File: src/rtl/ov5640_axis_bridge_pkg.sv
// Shared types and helpers for the OV5640 RGB-to-AXI4-Stream bridge.
package ov5640_axis_bridge_pkg;

  // Frame acceptance state: waiting for the first vsync, streaming, or
  // discarding the remainder of a frame after an overflow.
  typedef enum logic [1:0] {
    ST_IDLE = 2'd0,
    ST_RUN  = 2'd1,
    ST_DROP = 2'd2
  } drop_state_e;

  // Counter width helper that never returns zero.
  function automatic int clog2_min1(input int value);
    return (value <= 2) ? 1 : $clog2(value);
  endfunction

endpackage

File: src/rtl/ov5640_axis_bridge_fifo.sv
// Synchronous show-ahead FIFO with an occupancy output.
// The caller guarantees wr_en_i only when there is room (or a read happens
// in the same cycle) and rd_en_i only when the FIFO is not empty.
module ov5640_axis_bridge_fifo #(
  parameter int W     = 26,
  parameter int DEPTH = 16
) (
  input  logic                   clk,
  input  logic                   rst,
  input  logic                   wr_en_i,
  input  logic [W-1:0]           wr_data_i,
  input  logic                   rd_en_i,
  output logic [W-1:0]           rd_data_o,
  output logic                   empty_o,
  output logic [$clog2(DEPTH):0] level_o
);
  localparam int AW = $clog2(DEPTH);

  logic [W-1:0]  mem_q [DEPTH];
  logic [AW-1:0] wr_ptr_q, wr_ptr_d;
  logic [AW-1:0] rd_ptr_q, rd_ptr_d;
  logic [AW:0]   level_q, level_d;

  // Pointer and occupancy next-state; simultaneous write+read keeps the level.
  always_comb begin
    wr_ptr_d = wr_ptr_q;
    rd_ptr_d = rd_ptr_q;
    level_d  = level_q;
    if (wr_en_i) wr_ptr_d = wr_ptr_q + AW'(1);
    if (rd_en_i) rd_ptr_d = rd_ptr_q + AW'(1);
    if (wr_en_i && !rd_en_i) level_d = level_q + (AW+1)'(1);
    if (!wr_en_i && rd_en_i) level_d = level_q - (AW+1)'(1);
  end

  // Pointer and occupancy registers.
  always_ff @(posedge clk) begin
    if (!rst) begin
      wr_ptr_q <= '0;
      rd_ptr_q <= '0;
      level_q  <= '0;
    end else begin
      wr_ptr_q <= wr_ptr_d;
      rd_ptr_q <= rd_ptr_d;
      level_q  <= level_d;
    end
  end

  // Storage array; contents are don't-care until written.
  always_ff @(posedge clk) begin
    if (wr_en_i) mem_q[wr_ptr_q] <= wr_data_i;
  end

  assign rd_data_o = mem_q[rd_ptr_q];
  assign empty_o   = (level_q == '0);
  assign level_o   = level_q;

endmodule

File: src/rtl/ov5640_axis_bridge.sv
// OV5640 RGB pixel bus to AXI4-Stream video master (tuser = SOF, tlast = EOL).
// Path: vsync edge detect -> hold register -> FIFO -> output register.
// Handshake: a beat transfers on a rising clk edge where m_axis_tvalid and
// m_axis_tready are both 1; once tvalid rises, tvalid/tdata/tuser/tlast stay
// unchanged until that transfer. The camera side has no backpressure.
module ov5640_axis_bridge
  import ov5640_axis_bridge_pkg::*;
#(
  parameter int VIDEO_WIDTH = 1280,
  parameter int DATA_WIDTH  = 24,
  parameter int FIFO_DEPTH  = 16
) (
  input  logic                        clk,
  input  logic                        rst,
  input  logic [DATA_WIDTH-1:0]       in_data,
  input  logic                        in_vsync,
  input  logic                        in_hsync,
  input  logic                        in_active,
  output logic [DATA_WIDTH-1:0]       m_axis_tdata,
  output logic                        m_axis_tvalid,
  input  logic                        m_axis_tready,
  output logic                        m_axis_tuser,
  output logic                        m_axis_tlast,
  output logic                        out_overflow,
  output logic [$clog2(FIFO_DEPTH):0] out_fifo_level,
  output logic [1:0]                  dbg_state_o
);
  localparam int COL_W = clog2_min1(VIDEO_WIDTH);
  localparam int LW    = $clog2(FIFO_DEPTH) + 1;
  localparam int FW    = DATA_WIDTH + 2;

  drop_state_e           state_q, state_d;
  logic                  vsync_q;
  logic                  sof_pending_q, sof_pending_d;
  logic                  hold_valid_q, hold_valid_d;
  logic                  hold_sof_q, hold_sof_d;
  logic [DATA_WIDTH-1:0] hold_data_q, hold_data_d;
  logic [COL_W-1:0]      col_q, col_d;
  logic                  overflow_q, overflow_d;
  logic                  tvalid_q, tvalid_d;
  logic                  tuser_q, tuser_d;
  logic                  tlast_q, tlast_d;
  logic [DATA_WIDTH-1:0] tdata_q, tdata_d;

  logic                  vsync_rise, wr_last, room, ovf_now, take;
  logic                  fifo_wr, fifo_rd, fifo_empty;
  logic [FW-1:0]         fifo_rdata;
  logic [LW-1:0]         fifo_level;
  logic                  hsync_unused;

  // in_active alone qualifies pixels; hsync is carried for documentation only.
  assign hsync_unused = in_hsync;

  assign vsync_rise = in_vsync & ~vsync_q;
  assign fifo_rd    = ~fifo_empty & (~tvalid_q | m_axis_tready);
  assign room       = (fifo_level < LW'(FIFO_DEPTH)) | fifo_rd;
  // The held pixel closes its line when the stream pauses, the line is full,
  // or a new frame begins.
  assign wr_last    = ~in_active | (col_q == COL_W'(VIDEO_WIDTH - 1)) | vsync_rise;
  assign fifo_wr    = hold_valid_q & room;
  assign ovf_now    = hold_valid_q & ~room;
  assign take       = in_active & (vsync_rise | ((state_q == ST_RUN) & ~ovf_now));

  // Drop FSM: a vsync rise always (re)starts streaming, even on overflow.
  always_comb begin
    state_d = state_q;
    if (vsync_rise)                          state_d = ST_RUN;
    else if (state_q == ST_RUN && ovf_now)   state_d = ST_DROP;
  end

  // Hold stage, SOF arming, column counter and sticky overflow.
  always_comb begin
    sof_pending_d = sof_pending_q;
    hold_valid_d  = take;
    hold_sof_d    = hold_sof_q;
    hold_data_d   = hold_data_q;
    col_d         = col_q;
    overflow_d    = overflow_q | ovf_now;
    if (take) begin
      hold_sof_d    = sof_pending_q | vsync_rise;
      hold_data_d   = in_data;
      sof_pending_d = 1'b0;
    end else if (vsync_rise) begin
      sof_pending_d = 1'b1;
    end
    if (fifo_wr) col_d = wr_last ? '0 : col_q + COL_W'(1);
    if (vsync_rise) col_d = '0;
  end

  // Output register loads the FIFO head whenever it is empty or being drained.
  always_comb begin
    tvalid_d = tvalid_q;
    tuser_d  = tuser_q;
    tlast_d  = tlast_q;
    tdata_d  = tdata_q;
    if (fifo_rd) begin
      tvalid_d                     = 1'b1;
      {tuser_d, tlast_d, tdata_d}  = fifo_rdata;
    end else if (m_axis_tready) begin
      tvalid_d = 1'b0;
    end
  end

  // Control registers with synchronous active-low reset.
  always_ff @(posedge clk) begin
    vsync_q <= in_vsync;
    if (!rst) begin
      state_q       <= ST_IDLE;
      sof_pending_q <= 1'b0;
      hold_valid_q  <= 1'b0;
      hold_sof_q    <= 1'b0;
      col_q         <= '0;
      overflow_q    <= 1'b0;
      tvalid_q      <= 1'b0;
      tuser_q       <= 1'b0;
      tlast_q       <= 1'b0;
    end else begin
      state_q       <= state_d;
      sof_pending_q <= sof_pending_d;
      hold_valid_q  <= hold_valid_d;
      hold_sof_q    <= hold_sof_d;
      col_q         <= col_d;
      overflow_q    <= overflow_d;
      tvalid_q      <= tvalid_d;
      tuser_q       <= tuser_d;
      tlast_q       <= tlast_d;
    end
  end

  // Pixel data registers; their value is irrelevant while not valid.
  always_ff @(posedge clk) begin
    hold_data_q <= hold_data_d;
    tdata_q     <= tdata_d;
  end

  ov5640_axis_bridge_fifo #(
    .W     (FW),
    .DEPTH (FIFO_DEPTH)
  ) u_fifo (
    .clk       (clk),
    .rst       (rst),
    .wr_en_i   (fifo_wr),
    .wr_data_i ({hold_sof_q, wr_last, hold_data_q}),
    .rd_en_i   (fifo_rd),
    .rd_data_o (fifo_rdata),
    .empty_o   (fifo_empty),
    .level_o   (fifo_level)
  );

  assign m_axis_tdata   = tdata_q;
  assign m_axis_tvalid  = tvalid_q;
  assign m_axis_tuser   = tuser_q;
  assign m_axis_tlast   = tlast_q;
  assign out_overflow   = overflow_q;
  assign out_fifo_level = fifo_level;
  assign dbg_state_o    = state_q;

endmodule
File: config.mk
export PLATFORM = sky130hd
export DESIGN_NAME = ov5640_axis_bridge
export DESIGN_NICKNAME = d
export VERILOG_FILES = /design/src/rtl/ov5640_axis_bridge_pkg.sv /design/src/rtl/ov5640_axis_bridge_fifo.sv /design/src/rtl/ov5640_axis_bridge.sv
export SDC_FILE = /design/constraint.sdc
export NUM_CORES = 1
export LEC_CHECK = 0
export CORE_ASPECT_RATIO = 0.7
export CORE_MARGIN = 3
export CORE_UTILIZATION = 62
export DETAILED_ROUTE_END_ITERATION = 12
export GPL_TIMING_DRIVEN = 0
export PLACE_DENSITY = 0.81
export SLEW_MARGIN = 20
export SYNTH_ARGS = -nofsm -noshare
export SYNTH_HDL_FRONTEND = slang
export SYNTH_HIERARCHICAL = 1
export SYNTH_SLANG_ARGS = --single-unit
File: constraint.sdc
create_clock -name clk -period 6.3 [get_ports clk]
set_clock_uncertainty 0.2 [all_clocks]
set_input_delay 0.945 -clock clk [delete_from_list [all_inputs] [get_ports clk]]
set_output_delay 0.945 -clock clk [all_outputs]
set_load 0.02 [all_outputs]
==> impl_metrics.json, run 1 <==
{
  "synth_area_um2": 18890,
  "cts_buffers": 44,
  "worst_r2r_path_depth": 14,
  "period_needed_ns": 4.734,
  "arrival_ns": 5.02,
  "wirelength_um": 42750,
  "yosys.area_share.xor_xnor": 0.008810,
  "syn_to_final_growth_pct": 16.02,
  "die_x_um": 214.6,
  "place_congestion": 0.7758,
  "netlist_top_cells_area": "edfxtp_1, mux4_2, dfxtp_1",
  "synth_top_family_by_area": "multiplexers",
  "rsz0062_at_grt": "false",
  "drive_above_1_share": 0.2064,
  "path_clk_slew_ns": 0.07,
  "clk_latency_ns": 0.55,
  "slew_headroom": 0.2698,
  "clock_sinks": 502,
  "synth_top_area_share": 0.7377,
  "synth_edf_count": 464,
  "postCtsHoldBufs": 0,
  "post_cts_buffers": 0,
  "synthDistinctLibCells": 48,
  "grt_pass1_wl_um": 64000,
  "place_area_um2": 20540,
  "grt_max_degree": 23,
  "drtAntennaViolNets": 0,
  "yosysMostFrequentCell": "edfxtp_1",
  "ys_ff_latch": 502,
  "grt_usage": 0.2681,
  "clock.fmax_mhz": 211.3,
  "cp-end-kind": "flip-flop",
  "cp_cell_sequence": "or4_1 -> nor2_1 -> nor2b_2 -> a21oi_4 -> inv_2 -> clkbuf_1 -> inv_1 -> ha_1 -> xor2_1 -> ha_1 -> a21oi_1 -> a221oi_1 -> or4b_2 -> nand4_1",
  "fin_area_um2": 21910,
  "worst_slew_pin_slew_ns": 1.095,
  "wl_per_cell_um": 29.26,
  "setup_viol": 0,
  "grt_pass1_vias": 9974,
  "vias": 9578,
  "synth-simple-area-share": 0.03749,
  "final_cells": 1461,
  "synth_largest_area_cell": "edfxtp_1",
  "diodes": 0,
  "fin_nets": 1062,
  "cts-htree-levels": 2,
  "min_path_cells": 1,
  "hold_viol": 0,
  "die_height_um": 152.0,
  "syn_area_per_cell_um2": 21.13,
  "worstSetupPathType": "reg -> reg",
  "syn_inst": 894,
  "ios": 65,
  "place_hpwl_um": 25420,
  "critPathMaxStageDelay_ns": 0.63,
  "grt_overflow_total": 0,
  "fillers": 1575,
  "async_reset_ff_frac": 0,
  "drv_slew": 0,
  "status": "finished clean",
  "synthMuxAreaShare": 0.1256,
  "ir_worst_vdd_uv": 244.7,
  "core_um2": 29470,
  "cts-root-buf": "clkbuf_16",
  "p_leak_nw": 6.973,
  "post_drt_via_cell_ratio": 6.556,
  "die_area_um2": 32630,
  "synth_adder_area_share": 0.006624,
  "p_per_area_nw_per_um2": 391.8,
  "post_cts_resized": 0,
  "cts_tree": "done",
  "drt_iter0_markers": 1274,
  "min_period_over_period": 0.7514,
  "clockBufferDepth": 3,
  "worst_hold_path_type": "reg -> reg",
  "yosysWarnings": 6,
  "yosysSeqAreaShare": 0.7780,
  "critPathLaunchType": "flip-flop",
  "synth-compound-area-share": 0.03080,
  "portBuffers": 63,
  "cp_data_required_time_ns": 6.59,
  "max-cap-violations": 0,
  "initial_utilization": 0.6409,
  "slowest_stage": "or4b_2",
  "firstDrtPassIters": 6,
  "syn-num-nets": 934,
  "antenna_found_initial": 0,
  "row_count": 52,
  "ys_top_cells_by_count": "edfxtp_1, mux4_2, a22oi_1",
  "dp.cells": 1381,
  "synth_ff_type": "edfxtp_1",
  "drc": 0,
  "crit_top_cell": "ha_1",
  "critPathMaxFanout": 10
}
[registers in the layout, indices dropped and copies added (netlist names), named ones only]
register / count
sof_pending_q: 1
u_fifo/rd_ptr_q: 4
hold_valid_q: 1
m_axis_tvalid: 1
u_fifo/level_o: 5
hold_data_q: 24
vsync_q: 1
u_fifo/mem_q: 416
col_q: 11
out_overflow: 1
m_axis_tlast: 1
m_axis_tuser: 1
dbg_state_o: 2
hold_sof_q: 1
m_axis_tdata: 24
u_fifo/wr_ptr_q: 4
[kinds of logic (layout without fill, tap and decap cells)]
group,after synthesis,in the layout
xor gates and xnor gates,19,19
DFF,502,502
AOI/OAI and AO/OA,77,77
adders and majority gates,10,10
muxes,107,107
and+or+nand+nor,133,133
buffers and inverters,46,208
[worst paths after layout]
path / startpoint / end / slack [ns]
max: u_fifo/level_o[2] / u_fifo/level_o[4] / 1.57
min: out_overflow / out_overflow / 0.27
max reg2reg: u_fifo/level_o[2] / u_fifo/level_o[4] / 1.57
min reg2reg: out_overflow / out_overflow / 0.27
[per-layer routing]
metal | vias up | GRT usage | part of all wire
met1 | 5032 | 0.3799 | 0.39
met4 | 0 | 0.08484 | 0.028
li1 | 3945 | - | -
met3 | 97 | 0.05550 | 0.095
met5 | - | 0 | 0
met2 | 504 | 0.4310 | 0.49
[area by class of cell]
class / count / area, um^2 / area share
tap: 405 / 506.7 / 0.02312
clock buffer: 63 / 1225 / 0.05590
sequential: 502 / 14690 / 0.6706
inverter: 7 / 26.28 / 0.001199
multi-input combinational: 346 / 3993 / 0.1822
timing repair buffer: 82 / 1109 / 0.05059
buffer: 39 / 214.0 / 0.009764
clock inverter: 17 / 146.4 / 0.006680
[placed cells by master, fill, tap and decap left out, types with 2 or more instances in the layout]
cell type,count
clkbuf_16,46
mux2i_1,3
clkinv_2,3
nor2b_1,7
buf_1,5
clkdlybuf4s50_1,63
nor2_1,18
xor2_1,5
nor4_1,3
mux4_2,104
nand2_1,41
buf_16,13
xnor2_1,14
buf_2,9
and2_2,16
nand4b_1,2
o21ai_0,5
clkbuf_1,33
nand3_1,6
inv_1,6
nand3b_1,3
o21a_1,3
nand4_1,7
nor3b_1,4
ha_1,10
nand2b_1,2
edfxtp_1,464
buf_6,7
nor3_1,3
a22oi_1,52
clkinv_1,11
a21oi_1,4
a21boi_0,5
dfxtp_1,38
and3_1,2
buf_12,6
bufinv_16,3
and2_1,10
[power breakdown]
group / switching [mW] / leakage (nW) / total (mW) / internal [mW]
sequential: 0.101 / 4.51 / 3.94 / 3.84
clock: 1.12 / 0.664 / 2.60 / 1.47
combinational: 1.10 / 1.79 / 2.05 / 0.942
[per-stage QoR]
step / hold WS, ns / power [mW] / setup slack [ns] / setup TNS (ns) / util
after global routing: 0.2968 / 8.864 / 1.277 / 0 / 0.7435
after global placement: 0.2486 / 5.856 / -0.1636 / -0.1636 / 0.6794
after detailed placement: 0.2615 / 6.006 / 1.733 / 0 / 0.6970
after CTS: 0.2767 / 8.619 / 1.685 / 0 / 0.7435
after floorplan: 0.2527 / 5.273 / 1.910 / 0 / -
final: 0.2721 / 8.586 / 1.566 / 0 / 0.7435
[critical path, delay by kind of cell (launching register included)]
kind            cells  cell delay [ns]
simple gates        5             1.87
xor+xnor            1             0.13
fa+ha+maj           2             0.62
flops               1             0.41
buf+inv             3             0.56
compound gates      3             0.86
Power figures use the tool's default switching activity.
==> inputs of run 2 (changes only) <==
--- a/config.mk
+++ b/config.mk
@@ -7,10 +7,10 @@
 export LEC_CHECK = 0
 export CORE_ASPECT_RATIO = 0.7
 export CORE_MARGIN = 3
-export CORE_UTILIZATION = 62
+export CORE_UTILIZATION = 55
 export DETAILED_ROUTE_END_ITERATION = 12
 export GPL_TIMING_DRIVEN = 0
-export PLACE_DENSITY = 0.81
+export PLACE_DENSITY = 0.76
 export SLEW_MARGIN = 20
 export SYNTH_ARGS = -nofsm -noshare
 export SYNTH_HDL_FRONTEND = slang
==> constraint.sdc (replaced) <==
create_clock -name clk -period 4.3 [get_ports clk]
set_clock_uncertainty 0.2 [all_clocks]
set_input_delay 0.645 -clock clk [delete_from_list [all_inputs] [get_ports clk]]
set_output_delay 0.645 -clock clk [all_outputs]
set_load 0.02 [all_outputs]
==> impl_metrics.json, run 2 (same netlist as run 1, synthesis figures left out) <==
{
  "setup_viol": 0,
  "mostFrequentLayoutCell": "edfxtp_1",
  "clockBufferDepth": 3,
  "layout_setup_ws_ns": 0.2767,
  "max-cap-violations": 0,
  "clock_sinks": 502,
  "place_area_um2": 20650,
  "portBuffers": 63,
  "die_height_um": 161.0,
  "firstDrtPassIters": 5,
  "worstSetupPathType": "reg -> reg",
  "cp-end-kind": "flip-flop",
  "path_clk_slew_ns": 0.07,
  "slew_headroom": 0.3489,
  "wl_per_cell_um": 26.73,
  "regMostFlops": "u_fifo/mem_q",
  "rsz0062_at_grt": "false",
  "cp_data_required_time_ns": 4.59,
  "whs_ns": 0.2696,
  "min_period_over_period": 0.9356,
  "multi_input_area_um2": 4003,
  "cts-htree-levels": 2,
  "ir_worst_vdd_uv": 272.6,
  "drtAntennaViolNets": 0,
  "worst_slew_pin_slew_ns": 0.9730,
  "arrival_ns": 4.31,
  "ios": 65,
  "vias": 9442,
  "die_x_um": 227.5,
  "grt_usage": 0.2312,
  "post-place-ws_ns": -0.1378,
  "cts_buffers": 45,
  "fillers": 2133,
  "place_congestion": 0.7528,
  "diodes": 0,
  "worst_hold_path_type": "reg -> reg",
  "initial_utilization": 0.5604,
  "drt_iter0_markers": 968,
  "drv_slew": 0,
  "rrSetupSlack_ns": 0.28,
  "grt_pass1_vias": 9754,
  "p_leak_nw": 7.086,
  "hold_viol": 0,
  "clock.fmax_mhz": 248.6,
  "fin_nets": 1066,
  "status": "finished clean",
  "drc": 0,
  "fin_util": 0.6595,
  "wirelength_um": 40820,
  "cts-root-buf": "clkbuf_16",
  "grt_overflow_total": 0,
  "syn_to_final_growth_pct": 17.67,
  "p_per_area_nw_per_um2": 578.9,
  "place_hpwl_um": 25080,
  "grt_max_degree": 21,
  "critPathMaxFanout": 10,
  "fin_area_um2": 22230,
  "largest_reg_flops": 416,
  "row_count": 56,
  "clk_latency_ns": 0.55,
  "cts_tree": "done",
  "die_area_um2": 36640,
  "period_needed_ns": 4.023,
  "antenna_found_initial": 0,
  "core_um2": 33700,
  "post_drt_via_cell_ratio": 6.183,
  "mostFrequentLayoutCells": "edfxtp_1, mux4_2, clkdlybuf4s50_1",
  "grt_pass1_wl_um": 61420,
  "drive_above_1_share": 0.2239,
  "seqCellArea_um2": 14690,
  "critPathLaunchType": "flip-flop"
}
[run 2: cell count changes in the layout (fill, tap and decap cells not counted), moves of 3 or more]
cell        delta
clkbuf_1       -5
buf_4          +3
clkinvlp_4     +3
clkinv_2       +5
buf_16         +5
clkinv_1       -6
buf_12         -6
bufinv_16      +4
[run 2: per-stage QoR]
stage          setup TNS, ns  instances  power (mW)
2_1_floorplan              0        894       7.726
3_3_place_gp          -42.80       1421       8.614
3_5_place_dp         -0.1378       1440       8.748
4_1_cts                    0       1524       12.93
5_1_grt                    0       1527       13.33
6_report                   0       1527       12.87
[run 2: final cells by class]
cell class              instances  share of cell area
multi-input cells             346              0.1801
plain buffers                  39            0.009626
repair buffers                 85             0.05235
flip-flops and latches        502              0.6611
well taps                     464             0.02612
inverters                       7            0.001182
clock inverters                24             0.01351
clock buffers                  60             0.05601
[run 2: repair_timing]
| action | CTS | global route |
|---|---|---|
| buffers inserted | 0 | 3 |
| gates resized for setup | 1 | 2 |
| hold buffers | 0 | 0 |
| setup endpoints to repair | 1 | 1 |
| pin swaps | 0 | 1 |
[run 2: final timing paths]
check | start | end | cells past startpoint
worst min-delay path | out_overflow | out_overflow | 1
worst min register to register | out_overflow | out_overflow | 1
worst max register to register | u_fifo/level_o[2] | u_fifo/level_o[4] | 14
worst max-delay path | u_fifo/level_o[2] | u_fifo/level_o[4] | 14
[run 2: metal layers]
layer / share of wire / GRT usage / vias to the layer above
met4: 0.025 / 0.06640 / 0
met5: 0 / 0 / -
met3: 0.085 / 0.05432 / 80
met1: 0.41 / 0.3315 / 4961
met2: 0.48 / 0.3637 / 454
li1: - / - / 3947
[run 2: critical path, cell delays in order (launching register included)]
cell and delay [ns]:
dfxtp_1 0.39, or4_1 0.61, nor2_4 0.23, nor2b_2 0.09, a21oi_4 0.23, inv_2 0.11, clkbuf_1 0.22, inv_1 0.21
ha_2 0.30, xor2_1 0.10, ha_1 0.21, a21oi_1 0.20, a221oi_1 0.15, or4b_2 0.63, nand4_1 0.09
[run 2: where the power goes]
part | internal (mW) | leakage (nW) | switching (mW) | total, mW
clock network | 2.46 | 0.750 | 1.72 | 4.18
registers | 5.63 | 4.51 | 0.141 | 5.77
logic | 1.36 | 1.82 | 1.56 | 2.91
total | 9.45 | 7.09 | 3.42 | 12.9
